## src/rtl/config_frame_pkg.sv

```systemverilog
// -----------------------------------------------------------------------------
// config_frame_pkg
// Shared definitions for the config frame writer: the header sync word, the
// header field layout and the frame-writer state type.
//
// Header word layout:
//   [31:16] sync (must equal SYNC_WORD)
//   [15:8]  target column
//   [7:0]   frame index within the column
// -----------------------------------------------------------------------------
package config_frame_pkg;

  localparam int WORD_W = 32;

  localparam logic [15:0] SYNC_WORD = 16'hFAB0;

  localparam int SYNC_LSB = 16;
  localparam int SYNC_W   = 16;
  localparam int COL_LSB  = 8;
  localparam int COL_W    = 8;
  localparam int FRM_LSB  = 0;
  localparam int FRM_W    = 8;

  // CHK is only reachable when the trailer checksum is built in.
  typedef enum logic [2:0] {
    HDR    = 3'd0,
    DATA   = 3'd1,
    CHK    = 3'd2,
    SETUP  = 3'd3,
    STROBE = 3'd4,
    HOLD   = 3'd5
  } state_t;

endpackage

```

## src/rtl/config_frame_hdr_decode.sv

```systemverilog
// -----------------------------------------------------------------------------
// config_frame_hdr_decode
// Purely combinational split of a frame header word into its fields, plus
// the sync and address range qualifiers.
//
// Ports:
//   s_data   in   32  candidate header word
//   sync_ok  out  1   sync field matches SYNC_WORD
//   col      out  8   column field
//   frame    out  8   frame index field
//   addr_ok  out  1   column < NumColumns and frame < MaxFramesPerCol
// -----------------------------------------------------------------------------
module config_frame_hdr_decode
  import config_frame_pkg::*;
#(
  parameter int NumColumns      = 16,
  parameter int MaxFramesPerCol = 20
) (
  input  logic [WORD_W-1:0] s_data,
  output logic              sync_ok,
  output logic [COL_W-1:0]  col,
  output logic [FRM_W-1:0]  frame,
  output logic              addr_ok
);

  assign sync_ok = (s_data[SYNC_LSB +: SYNC_W] == SYNC_WORD);
  assign col     = s_data[COL_LSB +: COL_W];
  assign frame   = s_data[FRM_LSB +: FRM_W];
  assign addr_ok = (int'(col) < NumColumns) && (int'(frame) < MaxFramesPerCol);

endmodule

```

## src/rtl/config_frame_writer.sv

```systemverilog
// -----------------------------------------------------------------------------
// config_frame_writer
// Assembles configuration frames from a 32-bit valid/ready word stream and
// drives them into the fabric's tile configuration latches. Each frame is a
// header word followed by NumRows data words (one word per row); the frame is
// committed by a single-cycle strobe on the addressed column/frame line,
// preceded by a setup cycle and followed by a hold cycle.
//
// Build option:
//   FRAME_CHECKSUM_EN  when defined, one trailer word follows the data words;
//                      it must equal the XOR of the header and all data words,
//                      otherwise the strobe is suppressed and err is set.
//
// Ports:
//   CLK          in   1                            clock
//   RESET        in   1                            synchronous reset, active-high
//   s_data       in   32                           stream word (header/data/trailer)
//   s_valid      in   1                            s_data valid
//   s_ready      out  1                            word taken when s_valid && s_ready
//   FrameData    out  FrameBitsPerRow*NumRows      row r at [r*32 +: 32]
//   FrameStrobe  out  NumColumns*MaxFramesPerCol   col c, frame f at c*MaxFramesPerCol+f
//   frame_done   out  1                            one pulse per completed or dropped frame
//   err          out  1                            sticky: bad sync, bad address, bad checksum
//
// FrameBitsPerRow must be 32: each row is fed by exactly one stream word.
// -----------------------------------------------------------------------------
module config_frame_writer
  import config_frame_pkg::*;
#(
  parameter int FrameBitsPerRow = 32,
  parameter int MaxFramesPerCol = 20,
  parameter int NumRows         = 16,
  parameter int NumColumns      = 16
) (
  input  logic                                  CLK,
  input  logic                                  RESET,
  input  logic [WORD_W-1:0]                     s_data,
  input  logic                                  s_valid,
  output logic                                  s_ready,
  output logic [FrameBitsPerRow*NumRows-1:0]    FrameData,
  output logic [NumColumns*MaxFramesPerCol-1:0] FrameStrobe,
  output logic                                  frame_done,
  output logic                                  err
);

  localparam int              RowW    = (NumRows > 1) ? $clog2(NumRows) : 1;
  localparam logic [RowW-1:0] LastRow = RowW'(NumRows - 1);

  state_t                     state_q;
  state_t                     state_d;
  logic   [RowW-1:0]          row_q;
  logic   [COL_W-1:0]         col_q;
  logic   [FRM_W-1:0]         frm_q;
  logic                       drop_q;
  logic                       err_q;
  logic   [FrameBitsPerRow-1:0] rows_q [NumRows];
  logic                       strobe_en;

`ifdef FRAME_CHECKSUM_EN
  logic   [WORD_W-1:0]        csum_q;
`endif

  logic                       hdr_sync_ok;
  logic   [COL_W-1:0]         hdr_col;
  logic   [FRM_W-1:0]         hdr_frm;
  logic                       hdr_addr_ok;

  config_frame_hdr_decode #(
    .NumColumns      (NumColumns),
    .MaxFramesPerCol (MaxFramesPerCol)
  ) u_hdr_decode (
    .s_data  (s_data),
    .sync_ok (hdr_sync_ok),
    .col     (hdr_col),
    .frame   (hdr_frm),
    .addr_ok (hdr_addr_ok)
  );

  // ---------------------------------------------------------------------------
  // State register
  // ---------------------------------------------------------------------------
  // NOTE: clocked state uses non-blocking assignments so every register samples
  // the pre-edge values of the others, independent of statement order.
  always_ff @(posedge CLK) begin
    if (RESET) begin
      state_q <= HDR;
    end else begin
      state_q <= state_d;
    end
  end

  // ---------------------------------------------------------------------------
  // Next state and control outputs
  // ---------------------------------------------------------------------------
  // NOTE: every output of this block gets a default first; a path that leaves
  // one unassigned would otherwise infer a latch.
  always_comb begin
    state_d    = state_q;
    s_ready    = 1'b0;
    frame_done = 1'b0;
    strobe_en  = 1'b0;
    unique case (state_q)
      HDR: begin
        s_ready = 1'b1;
        // A bad sync word is swallowed here; a bad address still walks the
        // whole frame so the data words are consumed and the stream stays
        // aligned, but drop_q keeps the strobe off.
        if (s_valid && hdr_sync_ok) state_d = DATA;
      end
      DATA: begin
        s_ready = 1'b1;
        if (s_valid && (row_q == LastRow)) begin
`ifdef FRAME_CHECKSUM_EN
          state_d = CHK;
`else
          state_d = SETUP;
`endif
        end
      end
`ifdef FRAME_CHECKSUM_EN
      CHK: begin
        s_ready = 1'b1;
        if (s_valid) state_d = SETUP;
      end
`endif
      SETUP:  state_d = STROBE;
      STROBE: begin
        strobe_en = !drop_q;
        state_d   = HOLD;
      end
      HOLD: begin
        frame_done = 1'b1;
        state_d    = HDR;
      end
      default: state_d = HDR;
    endcase
  end

  // ---------------------------------------------------------------------------
  // Datapath: header latch, row counter, row registers, checksum, error flag
  // ---------------------------------------------------------------------------
  // NOTE: the row registers are reset together with the control state because
  // a reset must leave FrameData at zero, not at a partially loaded frame.
  always_ff @(posedge CLK) begin
    if (RESET) begin
      row_q  <= '0;
      col_q  <= '0;
      frm_q  <= '0;
      drop_q <= 1'b0;
      err_q  <= 1'b0;
      for (int r = 0; r < NumRows; r++) rows_q[r] <= '0;
`ifdef FRAME_CHECKSUM_EN
      csum_q <= '0;
`endif
    end else begin
      unique case (state_q)
        HDR: begin
          if (s_valid) begin
            if (!hdr_sync_ok) begin
              err_q <= 1'b1;
            end else begin
              col_q  <= hdr_col;
              frm_q  <= hdr_frm;
              row_q  <= '0;
              drop_q <= !hdr_addr_ok;
              if (!hdr_addr_ok) err_q <= 1'b1;
`ifdef FRAME_CHECKSUM_EN
              csum_q <= s_data;
`endif
            end
          end
        end
        DATA: begin
          if (s_valid) begin
            rows_q[row_q] <= s_data;
            row_q         <= row_q + 1'b1;
`ifdef FRAME_CHECKSUM_EN
            csum_q        <= csum_q ^ s_data;
`endif
          end
        end
`ifdef FRAME_CHECKSUM_EN
        CHK: begin
          if (s_valid && (s_data != csum_q)) begin
            drop_q <= 1'b1;
            err_q  <= 1'b1;
          end
        end
`endif
        default: ;
      endcase
    end
  end

  assign err = err_q;

  // ---------------------------------------------------------------------------
  // Row registers onto the flat FrameData bus
  // ---------------------------------------------------------------------------
  for (genvar r = 0; r < NumRows; r++) begin : g_row
    assign FrameData[r*FrameBitsPerRow +: FrameBitsPerRow] = rows_q[r];
  end

  // ---------------------------------------------------------------------------
  // Strobe decoder: one-hot on the latched column/frame, only in STROBE.
  // drop_q is set whenever the latched address is out of range, so an
  // enabled strobe always lands on an existing line.
  // ---------------------------------------------------------------------------
  for (genvar c = 0; c < NumColumns; c++) begin : g_col
    for (genvar f = 0; f < MaxFramesPerCol; f++) begin : g_frm
      assign FrameStrobe[c*MaxFramesPerCol + f] =
        strobe_en && (col_q == COL_W'(c)) && (frm_q == FRM_W'(f));
    end
  end

endmodule

```

## config.mk

```make
export PLATFORM = sky130hd
export DESIGN_NAME = config_frame_writer
export DESIGN_NICKNAME = d
export VERILOG_FILES = /design/src/rtl/config_frame_pkg.sv /design/src/rtl/config_frame_hdr_decode.sv /design/src/rtl/config_frame_writer.sv
export SDC_FILE = /design/constraint.sdc
export NUM_CORES = 1
export LEC_CHECK = 0
export BUFFER_PORTS_ARGS = -buffer_cell sky130_fd_sc_hd__buf_2
export CAP_MARGIN = 5
export CORE_AREA = 2 2 339 341
export DETAILED_ROUTE_END_ITERATION = 10
export DIE_AREA = 0 0 341 343
export PLACE_DENSITY_LB_ADDON = 0.1
export SETUP_SLACK_MARGIN = 0.05
export SYNTH_ARGS = -nofsm -noshare
export SYNTH_HDL_FRONTEND = slang
export SYNTH_SLANG_ARGS = --single-unit
```

## constraint.sdc

```tcl
create_clock -name CLK -period 3.7 [get_ports CLK]
set_input_delay 0.74 -clock CLK [delete_from_list [all_inputs] [get_ports CLK]]
set_output_delay 0.74 -clock CLK [all_outputs]
set_load 0.01 [all_outputs]
```

# After elaboration in Yosys (flattened, before gate mapping)
# Memories as Yosys holds them, arrays and structs flattened.
# Index checks and enable logic that the tools add are counted.
# op_classes
addsub	1
magnitude_cmp	2
n_eq_ne	46
mux	21
reduce_logical	351
# ops
cell	count
$logic_and 1x1->1	339
$eq 8x4->1 const B	16
$eq 8x3->1 const B	8
$eq 8x2->1 const B	4
$eq 8x5->1 const B	4
$mux 32	1
$reduce_or 32->1	1
$eq 16x16->1 const B	1
$eq 8x1->1 const B	2
$logic_not 8->1	2
$lt 8x5->1 const B	2
$mux 4	4
$mux 1	12
$ne 2x2->1 const B	6
$pmux 3 s4	1
$pmux 4 s2	1
$eq 3x3->1 const B	2
$mux 3	2
$reduce_and 3->1	2
$add 4x1->4 const B	1
$eq 4x4->1 const B	1
$reduce_and 4->1	1
$eq 3x1->1 const B	1
$eq 3x2->1 const B	1
other kinds (5)	6
# totals
ff_bits	25
ram_bits	512
in_bits	35
out_inout_bits	835
wordCells	428
n_memories	1
# memory_table
memory	depth	width	rd	rd_ports_with_merged_regs	wr	line_no	rtl
rows_q	16	32	16	0	16	config_frame_writer.sv:56	logic [FrameBitsPerRow-1:0] rows_q [NumRows];

# Longest topological paths before layout
# Gate-level depths: netlist of run 1.
# depth
word_depth	6
ltp_mapped	6
depth_no_buf	5

# Modules after synthesis
# From an unflattened synthesis of run 1, not the netlist that was laid out.
# unflattened
cells_unflattened	1889
hier_area_um2	22021.1
# by_module_without_submodules
mod	instances	cells_per_inst	area_per_inst_um2	seq_area_each_um2
config_frame_writer	1	1864	21823.4	15875.2
config_frame_hdr_decode	1	25	197.7	0.0

# Worst setup path before layout of run 1
# No wires, ideal clock.
# synth_timing
kind	reg2out
from	register state_q[2]
to	output port FrameStrobe[226]
arrival_ns	1.745
required_ns	2.960
path_slack_ns	1.215
stages_incl_launch_ff	6
path_buffers	1
cell_sequence	dfxtp_1 -> or4b_4 -> nor4_4 -> nand3_2 -> buf_6 -> nor2_2
# synth_between
elab_chain_cells	4
# synth_rtl
element	line_no	rtl
from (decl)	config_frame_writer.sv:49	state_t state_q;
from (signal assigned)	config_frame_writer.sv:88	state_q <= state_d;
$eq 3x3->1	config_frame_writer.sv:102	unique case (state_q)
$mux 1	config_frame_writer.sv:102	
$logic_and 1x1->1 (2 in series)	config_frame_writer.sv:212	strobe_en && (col_q == COL_W'(c)) && (frm_q == FRM_W'(f));
to (decl)	config_frame_writer.sv:41	output logic [NumColumns*MaxFramesPerCol-1:0] FrameStrobe,
# No other way between the ends.

# Worst setup path after layout of run 1
# layout_timing
from	register frm_q[7]
to	output port FrameStrobe[186]
# layout_between
elab_chain_cells	2
# layout_rtl
element	line_no	rtl
from (decl)	config_frame_writer.sv:53	logic [FRM_W-1:0] frm_q;
from (signal assigned)	config_frame_writer.sv:163	frm_q <= hdr_frm;
$eq 8x3->1	config_frame_writer.sv:212	
$logic_and 1x1->1	config_frame_writer.sv:212	
# No other way between the ends.

==> metrics.md, run 1 <==
| Metric | Value |
|---|---|
| Placer Congestion | 0.813 |
| WP data arrival | between 2 and 3 ns |
| RSZ-0062 raised after global routing | true |
| MaxCap Viol Count | 0 |
| Dominant cell type by area after synthesis | edfxtp_1 |
| Clock Latency Late Sink | 0.65 ns |
| CTS tree | yes |
| Final setup violation count | 0 |
| Global Route Usage Sum | approximately 17% |
| Warnings from Yosys | 0 |
| Commonest cells post-synth | 514 x and2_1, 512 x edfxtp_1, 316 x nor2_1 |
| Antenna viol nets, final | 0 |
| DR vias | approximately 17000 |
| Final Cell Area | 30900 sq um |
| FILL cells | about 12000 |
| WP data required | between 2 and 3 ns |
| Max-slew headroom | ~25% |
| Final count of pins violating max slew | 0 |
| DRC viols | 0 |
| Core area | between 100000 and 150000 sq um |
| Final period utilization | between 90% and 100% |
| Yosys top cell area share | between 60% and 70% |
| Hold-fix buffers at CTS | 0 |
| Root Buffer | clkbuf_16 |
| Period minus WS final | 3.62 ns |
| Die Ht | ~340 um |
| Fmax | between 0.2 and 0.3 GHz |
| Max VDD drop | 314 uV |
| Ys async rst share | 0% |
| Clock transition at the registers of the reported paths | ~0.06 ns |
| Die area | approximately 120000 sq um |
| Status | completed |
| Global-route wire length before repair | between 100000 and 150000 um |
| Cell Area, Placed | around 29000 sq um |
| Vias per Instance | approximately 4 |
| Startpoint types | flip-flop |
| Leading cell type by number of instances after synthesis | and2_1 |
| Syn_area_per_cell | around 13 sq um |
| Final hold viol count | 0 |
| Worst-case reg-to-reg path depth | 6 |
| Io pins | 870 |
| Pwr/cell area | roughly 460 nW/um^2 |
| Syn_nets | approximately 1800 |
| First-pass iteration count of the detailed router | 5 |
| Lkg Pwr | 13.1 nW |
| Number of buffers created by CTS | 67 |
| CTS H-tree depth | 3 |
| GRT overflow | 0 |
| Synth Instances | around 1700 |
| Post-synth EDFFs | slightly above 500 |
| Yosys cell types | 41 |
| Worst r2r src | state_q[0]$_SDFFE_PP0P_ |
| Vias in the first global route | 16300 |
| Synth area leaders | edfxtp_1 69%, and2_1 14%, nor2_1 5.3% |
| Row cnt | 124 |
| CTS max path bufs | 3 |
| Chip Width | 341 um |
| Crit path capture type | output port |
| Layout cells sized above 1 | approximately 43% |
| DRT iter0 DRCs | 1207 |
| Critical path class | flip-flop to output port |
| DP HPWL | about 76000 um |
| Worst Tran Pin Value | between 1 and 1.5 ns |
| Seq/Total Area, Yosys | between 70% and 80% |
| Drt wl/cell | around 25 um |
| Final #Nets | between 2000 and 3000 |
| Ys flop type | edfxtp_1 |
| Port Buf Inserts | 869 |
| Worst Hold End | err$_SDFFE_PP0P_ |
| Worst hold start | err$_SDFFE_PP0P_ |
| Pin count of the biggest net entering global routing | 48 |
| Routed Wire Length | ~110000 um |
| Reg2Reg Setup Slack | 1.23 ns |
| Crit path max fanout | 11 |
| Power Total | 14.3 mW |
| Hold Crit Class | flip-flop to flip-flop |
| Initial core utilization | around a fifth |
| Area Overhead vs Synth | 39.3% |
| Synth Cell Area | roughly 22000 sq um |
| Hold Crit Depth | 2 |
| Initial antenna violation count | 15 |
| FF-to-FF End | rows_q[13][13]$_SDFFCE_PN0P_ |
| Sink Count | 537 |
| Final setup skew | between 0.03 and 0.04 ns |
| Synthesized flop and latch total | around 540 |
power breakdown:
group / internal (mW) / switching (mW)
Combinational: 0.203 / 0.613
Sequential: 6.85 / 0.0630
Clock: 3.78 / 2.78
critical path, stage by stage (launching register included):
cell and delay (ns):
dfxtp_1 0.33, nor4_1 0.36, nor2b_2 0.44, nand3_2 0.35
buf_4 0.32, nor2_1 0.26, buf_2 0.19
how the worst max path moves through the flow:
| stage | from | end | slack (ns) | cells after the start |
|---|---|---|---|---|
| after floorplan | state_q[2]$_SDFFE_PP0P_ | FrameStrobe[226] | 1.21 | 5 |
| after global placement | frm_q[7]$_SDFFE_PP0P_ | FrameStrobe[206] | 0.54 | 6 |
| after detailed placement | frm_q[7]$_SDFFE_PP0P_ | FrameStrobe[186] | 0.47 | 6 |
| after CTS | col_q[4]$_SDFFE_PP0P_ | FrameStrobe[10] | -0.007 | 6 |
| after global routing | frm_q[7]$_SDFFE_PP0P_ | FrameStrobe[186] | -0.002 | 6 |
| final | frm_q[7]$_SDFFE_PP0P_ | FrameStrobe[186] | 0.08 | 6 |
layer usage:
layer	share of wire, %	vias to the layer above	routed length (um)	global-route usage (%)
met2	52	751	54900	31.7
met5	0	-	0	0
li1	-	7512	-	-
met1	39	8279	41100	20.3
met3	6.4	142	6790	3.55
met4	3.0	0	3180	5.52
timing repair:
item | 4_1_cts | 5_1_grt
pin swaps | 1 | 0
endpoints found under the hold margin | 0 | 0
setup endpoints to repair | 136 | 150
buffers inserted | 2 | 4
resized for setup | 11 | 17
kinds of logic after synthesis:
group,count (synthesis),synth area share (%)
flip-flops,537,71.6
buffers and inverters,157,2.94
adder cells (fa/ha/maj),4,0.226
AO/OA/AOI/OAI,34,0.857
AND/OR/NAND/NOR,986,24.4
cell type report:
type | count | area (sq um) | area share (%)
Antenna cell | 10 | 25.0 | 0.0809
Inverter | 7 | 26.3 | 0.0850
Tap cell | 1512 | 1890 | 6.12
Clock buffer | 84 | 1810 | 5.86
Sequential cell | 537 | 15900 | 51.4
Timing Repair Buffer | 957 | 5100 | 16.5
Multi-Input combinational cell | 1024 | 5850 | 18.9
Clock inverter | 33 | 334 | 1.08
through the flow:
| stage | setup TNS [ns] | setup WS (ns) | cells | hold slack [ns] | util (%) |
|---|---|---|---|---|---|
| floorplan | 0 | 1.21 | 1718 | 0.444 | - |
| global placement | 0 | 0.541 | 4031 | 0.438 | 25.2 |
| detailed placement | 0 | 0.472 | 4031 | 0.440 | 25.2 |
| CTS | -0.00738 | -0.00738 | 4150 | 0.452 | 27.1 |
| global route | -0.00242 | -0.00242 | 4154 | 0.472 | 27.2 |
| finish | 0 | 0.0800 | 4164 | 0.456 | 27.3 |
cells in the final DEF (no fill, tap or decap), types with 12 or more instances in the layout:
cell type  synthesis  final
nor2_1           316    304
clkbuf_1         138     12
nand4b_1          17     17
clkinv_1           0     15
nand2b_1          16     16
clkbuf_16          0     69
o21ai_0           21     21
buf_2              2    869
buf_4              0     80
dfxtp_1           25     24
or2_2             16     16
and2_1           514    514
edfxtp_1         512    512
nor2_2            20     27
nand2_1           27     16
flip-flops by register name, indices dropped and copies added (netlist names):
register  count
rows_q      512
col_q         8
frm_q         8
row_q         4
state_q       3
drop_q        1
err           1
(Power assumes the default switching activity.)
==> run 2, diff against run 1 <==
--- a/config.mk
+++ b/config.mk
@@ -5,12 +5,11 @@
 export SDC_FILE = /design/constraint.sdc
 export NUM_CORES = 1
 export LEC_CHECK = 0
-export BUFFER_PORTS_ARGS = -buffer_cell sky130_fd_sc_hd__buf_2
+export BUFFER_PORTS_ARGS = -buffer_cell sky130_fd_sc_hd__buf_4
 export CAP_MARGIN = 5
 export CORE_AREA = 2 2 339 341
 export DETAILED_ROUTE_END_ITERATION = 10
 export DIE_AREA = 0 0 341 343
-export PLACE_DENSITY_LB_ADDON = 0.1
 export SETUP_SLACK_MARGIN = 0.05
 export SYNTH_ARGS = -nofsm -noshare
 export SYNTH_HDL_FRONTEND = slang
==> run 2 against run 1 <==
  * Via count fell by 1.0%
  * Sequential cell count unchanged
  * Sequential power barely moved
  * Core utilization up 1.4 points
  * Die area did not move
  * Critical path depth grew 1
  * Cell count down 0.60%
  * Register-to-register slack about the same
  * Clock power fell by 15%
  * Largest cell class unchanged
  * Sequential share of layout area decreased by 2.5 points
==> metrics.md, run 2 (synthesis results as in run 1) <==
| Metric | Value |
|---|---|
| Critical Path Max Stage Delay | 0.62 ns (+0.18 ns) |
| Pin count of the biggest net entering global routing | 45 (-6.3%) |
| Critical path depth in cells | 7 (+1) |
| Placer Congestion | 0.739 (-9.1%) |
| Worst r2r src | state_q[0]$_SDFFE_PP0P_ |
| Crit-path cells | or4b_4 -> nor4_4 -> buf_4 -> nand3_2 -> buf_4 -> nor2_2 -> buf_4 |
| Register Area | 15900 sq um (unchanged) |
| Chip Width | 341 um (unchanged) |
| CP startpoint | state_q[1]$_SDFFE_PP0P_ |
| Worst hold start | err$_SDFFE_PP0P_ |
| Number of buffers created by CTS | 58 (-13%) |
| Lkg Pwr | 13.2 nW (about the same) |
| Global Route Usage Sum | 15.2% (-2.1 points) |
| Die area | 117000 sq um (unchanged) |
| GRT overflow | 0 (unchanged) |
| Root Buffer | clkbuf_16 |
| Max-slew headroom | 39.5% (+15 points) |
| WP data required | 2.96 ns (about the same) |
| Buffers plus inverters on the worst setup path | 3 (+1) |
| Clock Latency Late Sink | 0.62 ns (-0.03 ns) |
| CTS H-tree depth | 2 (-1) |
| CTS tree | yes |
| Commonest non-fill, non-tap cell in the layout | buf_4 |
| Sink Count | 537 (unchanged) |
| Crit-path slowest cell | or4b_4 |
| WP data arrival | 2.78 ns (-0.10 ns) |
| Global-route wire length before repair | 125000 um (-11%) |
| DR vias | 16500 (-1.0%) |
| Largest regs | rows_q: 512 flops, col_q: 8 flops, frm_q: 8 flops |
| Row cnt | 124 (unchanged) |
| Final TNS setup | 0 ns (unchanged) |
| Port Buf Inserts | 869 (unchanged) |
| Routed Wire Length | 94500 um (-11%) |
| Final period utilization | 95.1% (-2.8 points) |
| Vias in the first global route | 15800 (-3.4%) |
| Area Overhead vs Synth | 46.6% |
| Clock transition at the registers of the reported paths | 0.06 ns (about the same) |
| Die Ht | 343 um (unchanged) |
| Io pins | 870 (unchanged) |
| Layout cells sized above 1 | 42.0% (-0.91 points) |
| Initial core utilization | 19.6% (unchanged) |
| Crit path capture type | output port |
| Final count of pins violating max slew | 0 (unchanged) |
| Drt wl/cell | 22.8 um (-10%) |
| CTS max path bufs | 3 (unchanged) |
| Final setup skew | 0.0228 ns (-0.00981 ns) |
| FILL cells | 11500 (-3.6%) |
| DRC viols | 0 (unchanged) |
| Vias per Instance | 3.99 (-0.43%) |
| Worst Tran Pin Value | 0.906 ns (-0.206 ns) |
| Initial antenna violation count | 18 (+3) |
| Status | completed |
| Most used cell along the critical path | buf_4 |
| Hold-fix buffers at CTS | 0 (unchanged) |
| Area occupied by multi-input gates | 5780 sq um (-1.1%) |
| Hold Crit Depth | 2 (unchanged) |
| Pwr/cell area | 412 nW/um^2 (-11%) |
| Fmax | 0.284 GHz (+2.9%) |
| Crit path max fanout | 20 (+9) |
| Largest register FFs | 512 (unchanged) |
| Top reg by flops | rows_q |
| Final #Nets | 2610 (-0.87%) |
| Final hold viol count | 0 (unchanged) |
| First-pass iteration count of the detailed router | 5 (unchanged) |
| Final setup violation count | 0 (unchanged) |
| RSZ-0062 raised after global routing | true |
| Worst-case reg-to-reg path depth | 5 (-1) |
| Family with the most delay on the worst path | simple AND/OR/NAND/NOR gates |
| Core area | 113000 sq um (unchanged) |
| MaxCap Viol Count | 0 (unchanged) |
| DRT iter0 DRCs | 1347 (+12%) |
| Antenna viol nets, final | 0 (unchanged) |
| Period minus WS final | 3.52 ns (-0.102 ns) |
| DP HPWL | 65700 um (-13%) |
| Power Total | 13.4 mW (-6.2%) |
| Max VDD drop | 298 uV (-5.1%) |
| Hold Crit Class | flip-flop to flip-flop |
| Startpoint types | flip-flop |
| Commonest non-fill, non-tap cells in the layout | 938 x buf_4, 514 x and2_1, 512 x edfxtp_1 |
| Critical path class | flip-flop to output port |
-- run 2: cell types whose count changed in the layout (fill, tap and decap cells not counted), sizes merged --
cell      before  now
clkinvlp       1    2
bufinv         4    3
buf          957  943
clkinv        25   19
inv           10   13
diode         10   11
clkbuf        84   75
-- run 2: worst paths after layout --
path / to / slack, ns
setup / recovery: FrameStrobe[225] / 0.18
hold / removal: err$_SDFFE_PP0P_ / 0.45
setup reg to reg: rows_q[11][9]$_SDFFCE_PN0P_ / 1.23
hold reg to reg: err$_SDFFE_PP0P_ / 0.45
-- run 2: area by class of cell --
class	instances	share of cell area, %
Clock buffer	75	4.66
Multi-Input combinational cell	1024	17.8
Clock inverter	30	0.823
Tap cell	1512	5.82
Timing Repair Buffer	943	22.0
Antenna cell	11	0.0846
Inverter	7	0.0808
Sequential cell	537	48.8
-- run 2: routing by layer --
metal | part of all wire [%] | GRT usage (%)
met4 | 3.3 | 5.50
met3 | 7.7 | 3.65
met1 | 39 | 17.9
met5 | 0 | 0
met2 | 50 | 27.0
-- run 2: worst reg2reg max path, delay by kind of cell (launching register included) --
family	cells	cell delay [ns]
buffers and inverters	1	0.18
flip-flops	1	0.33
AND/OR/NAND/NOR	4	1.53
-- run 2: timing repair --
action	4_1_cts	5_1_grt
buffers inserted	0	1
pin swaps	1	1
resized for setup	0	10
setup endpoints to repair	20	233
-- run 2: stage by stage --
stage	cell area, sq um	hold slack [ns]	util (%)	instances	worst slack [ns]
finish	32500	0.448	28.7	4139	0.182
detailed placement	30700	0.439	27.0	4022	0.714
floorplan	22200	0.444	-	1718	1.21
CTS	32400	0.413	28.6	4127	0.0633
global route	32500	0.463	28.7	4128	-0.0245
global placement	30700	0.437	27.0	4022	0.744
-- run 2: report_power, final --
part           leakage [nW]  switching (mW)  internal, mW  total, mW
sequential             5.40          0.0670          6.84       6.91
combinational          6.88           0.582         0.317      0.898
clock                 0.872            2.48          3.11       5.59
==> run 3, diff against run 2 <==
--- a/config.mk
+++ b/config.mk
@@ -10,6 +10,7 @@
 export CORE_AREA = 2 2 339 341
 export DETAILED_ROUTE_END_ITERATION = 10
 export DIE_AREA = 0 0 341 343
+export MAX_ROUTING_LAYER = met4
 export SETUP_SLACK_MARGIN = 0.05
 export SYNTH_ARGS = -nofsm -noshare
 export SYNTH_HDL_FRONTEND = slang
==> run 3 against run 2 <==
  * Worst hold slack barely moved
  * Via count about the same
  * Critical endpoint is now FrameStrobe[221]
  * Combinational power barely moved
  * Clock-buffer cell count unchanged
  * Critical path type unchanged
  * Sequential share of layout area is essentially flat
  * Critical path depth stayed put
  * Clock power hardly changed
  * Worst setup slack worse by 0.0014 ns
==> metrics.md, run 3 (synthesis results as in run 1) <==
| Metric | Value |
|---|---|
| WP data required | 2.96 ns (about the same) |
| Worst Tran Pin Value | 0.907 ns (+0.00130 ns) |
| Largest register FFs | 512 (unchanged) |
| Row cnt | 124 (unchanged) |
| Crit-path slowest cell | or4b_4 |
| Antenna viol nets, final | 0 (unchanged) |
| Placer Congestion | 0.748 (+1.2%) |
| DRT iter0 DRCs | 1295 (-3.9%) |
| Crit path max fanout | 20 (unchanged) |
| Hold Worst Slack | 0.448 ns (-0.0000700 ns) |
| Dpl cells | 4022 (unchanged) |
| CP startpoint | state_q[1]$_SDFFE_PP0P_ |
| Most used cell along the critical path | buf_4 |
| Final hold viol count | 0 (unchanged) |
| Buffers plus inverters on the worst setup path | 3 (unchanged) |
| Sink Count | 537 (unchanged) |
| Vias in the first global route | 15800 (+0.10%) |
| Commonest non-fill, non-tap cell in the layout | buf_4 |
| Family with the most delay on the worst path | simple AND/OR/NAND/NOR gates |
| Max VDD drop | 298 uV (about the same) |
| Vias per Instance | 4.00 (+0.23%) |
| Final worst setup slack | 0.180 ns (-0.00144 ns) |
| Crit-path cells | or4b_4 -> nor4_4 -> buf_4 -> nand3_2 -> buf_4 -> nor2_2 -> buf_4 |
| Final #Nets | 2610 (unchanged) |
| Fmax | 0.284 GHz (about the same) |
| Core area | 113000 sq um (unchanged) |
| Io pins | 870 (unchanged) |
| Hold Crit Class | flip-flop to flip-flop |
| Final setup violation count | 0 (unchanged) |
| Largest regs | rows_q: 512 flops, col_q: 8 flops, frm_q: 8 flops |
| Clock transition at the registers of the reported paths | 0.06 ns (about the same) |
| Lkg Pwr | 13.2 nW (about the same) |
| Period minus WS final | 3.52 ns (+0.00144 ns) |
| GRT overflow | 0 (unchanged) |
| Chip Width | 341 um (unchanged) |
| Final period utilization | 95.1% (about the same) |
| Pre-CTS WS | 0.714 ns (unchanged) |
| Crit path capture type | output port |
| Clock Latency Late Sink | 0.62 ns (about the same) |
| Number of buffers created by CTS | 58 (unchanged) |
| Initial antenna violation count | 18 (unchanged) |
| Max-slew headroom | 39.5% (+0.059 points) |
| Port Buf Inserts | 869 (unchanged) |
| DP HPWL | 65700 um (unchanged) |
| CTS tree | yes |
| Pin count of the biggest net entering global routing | 45 (unchanged) |
| WP data arrival | 2.78 ns (about the same) |
| DRC viols | 0 (unchanged) |
| Worst r2r src | state_q[0]$_SDFFE_PP0P_ |
| Cell Area, Placed | 30700 sq um (unchanged) |
| DR vias | 16500 (+0.012%) |
| Drt wl/cell | 22.9 um (+0.17%) |
| Area Overhead vs Synth | 46.5% (about the same) |
| Pwr/cell area | 412 nW/um^2 (about the same) |
| Top reg by flops | rows_q |
| Die area | 117000 sq um (unchanged) |
| Final count of pins violating max slew | 0 (unchanged) |
| RSZ-0062 raised after global routing | false |
| Die Ht | 343 um (unchanged) |
| Post-Layout Cell Count | 4130 (-0.22%) |
| Commonest non-fill, non-tap cells in the layout | 938 x buf_4, 514 x and2_1, 512 x edfxtp_1 |
| Critical Path Max Stage Delay | 0.62 ns (about the same) |
| First-pass iteration count of the detailed router | 5 (unchanged) |
| CTS max path bufs | 3 (unchanged) |
| Final Cell Area | 32500 sq um (about the same) |
| Root Buffer | clkbuf_16 |
| Startpoint types | flip-flop |
| Global-route wire length before repair | 124000 um (about the same) |
| Critical path class | flip-flop to output port |
| MaxCap Viol Count | 0 (unchanged) |
| Worst hold start | err$_SDFFE_PP0P_ |
| Layout cells sized above 1 | 42.1% (+0.076 points) |
| FILL cells | 11500 (+0.0087%) |
| Status | completed |
| Routed Wire Length | 94400 um (about the same) |
| Final TNS setup | 0 ns (unchanged) |
| CTS H-tree depth | 2 (unchanged) |
| Final setup skew | 0.0227 ns (-0.000115 ns) |
| Global Route Usage Sum | 15.7% (+0.46 points) |
| Initial core utilization | 19.6% (unchanged) |
[run 3: cell count changes in the layout (fill, tap and decap cells not counted)]
| cell | change |
|---|---|
| diode_2 | -9 |
| nand2_1 | -2 |
| nand2_2 | +2 |
[run 3: what timing repair did]
action / in CTS / in global routing
endpoints found under the setup margin: 20 / 231
gates resized for setup: 0 / 12
pin swaps: 1 / 1
hold buffers: 0 / 0
buffers inserted: 0 / 1
[run 3: where the power goes]
group	internal, mW	switching (mW)
sequential	6.84	0.0665
clock	3.11	2.47
combinational	0.317	0.581
[run 3: final cells by class]
type,count,area (sq um),area share [%]
clock inverters,30,268,0.824
clock buffers,75,1520,4.66
inverters,7,26.3,0.0808
repair buffers,943,7140,22.0
multi-input cells,1024,5780,17.8
diodes,2,5.00,0.0154
well taps,1512,1890,5.82
flip-flops and latches,537,15900,48.8
[run 3: metrics by stage]
step,util (%),power (mW)
2_1_floorplan,-,7.29
3_3_place_gp,27.0,7.96
3_5_place_dp,27.0,7.96
4_1_cts,28.6,13.6
5_1_grt,28.7,13.8
6_report,28.7,13.4
[run 3: routing by layer]
layer | track usage (%) | vias to the layer above | routed length, um
li1 | - | 7453 | -
met4 | 5.50 | 0 | 3190
met5 | - | - | 0
met1 | 18.0 | 8058 | 36900
met3 | 3.32 | 157 | 7010
met2 | 27.0 | 846 | 47300
[run 3: path summary, 6_finish.rpt]
kind | slack [ns] | end | cells after the start
worst max-delay path | 0.18 | FrameStrobe[221] | 7
worst min-delay path | 0.45 | err$_SDFFE_PP0P_ | 2
worst max register to register | 1.22 | rows_q[11][9]$_SDFFCE_PN0P_ | 5
worst min register to register | 0.45 | err$_SDFFE_PP0P_ | 2
[run 3: tightest hold or removal path: stages (launching register included)]
cell     delay, ns
dfxtp_1       0.31
inv_1         0.05
a21oi_1       0.05
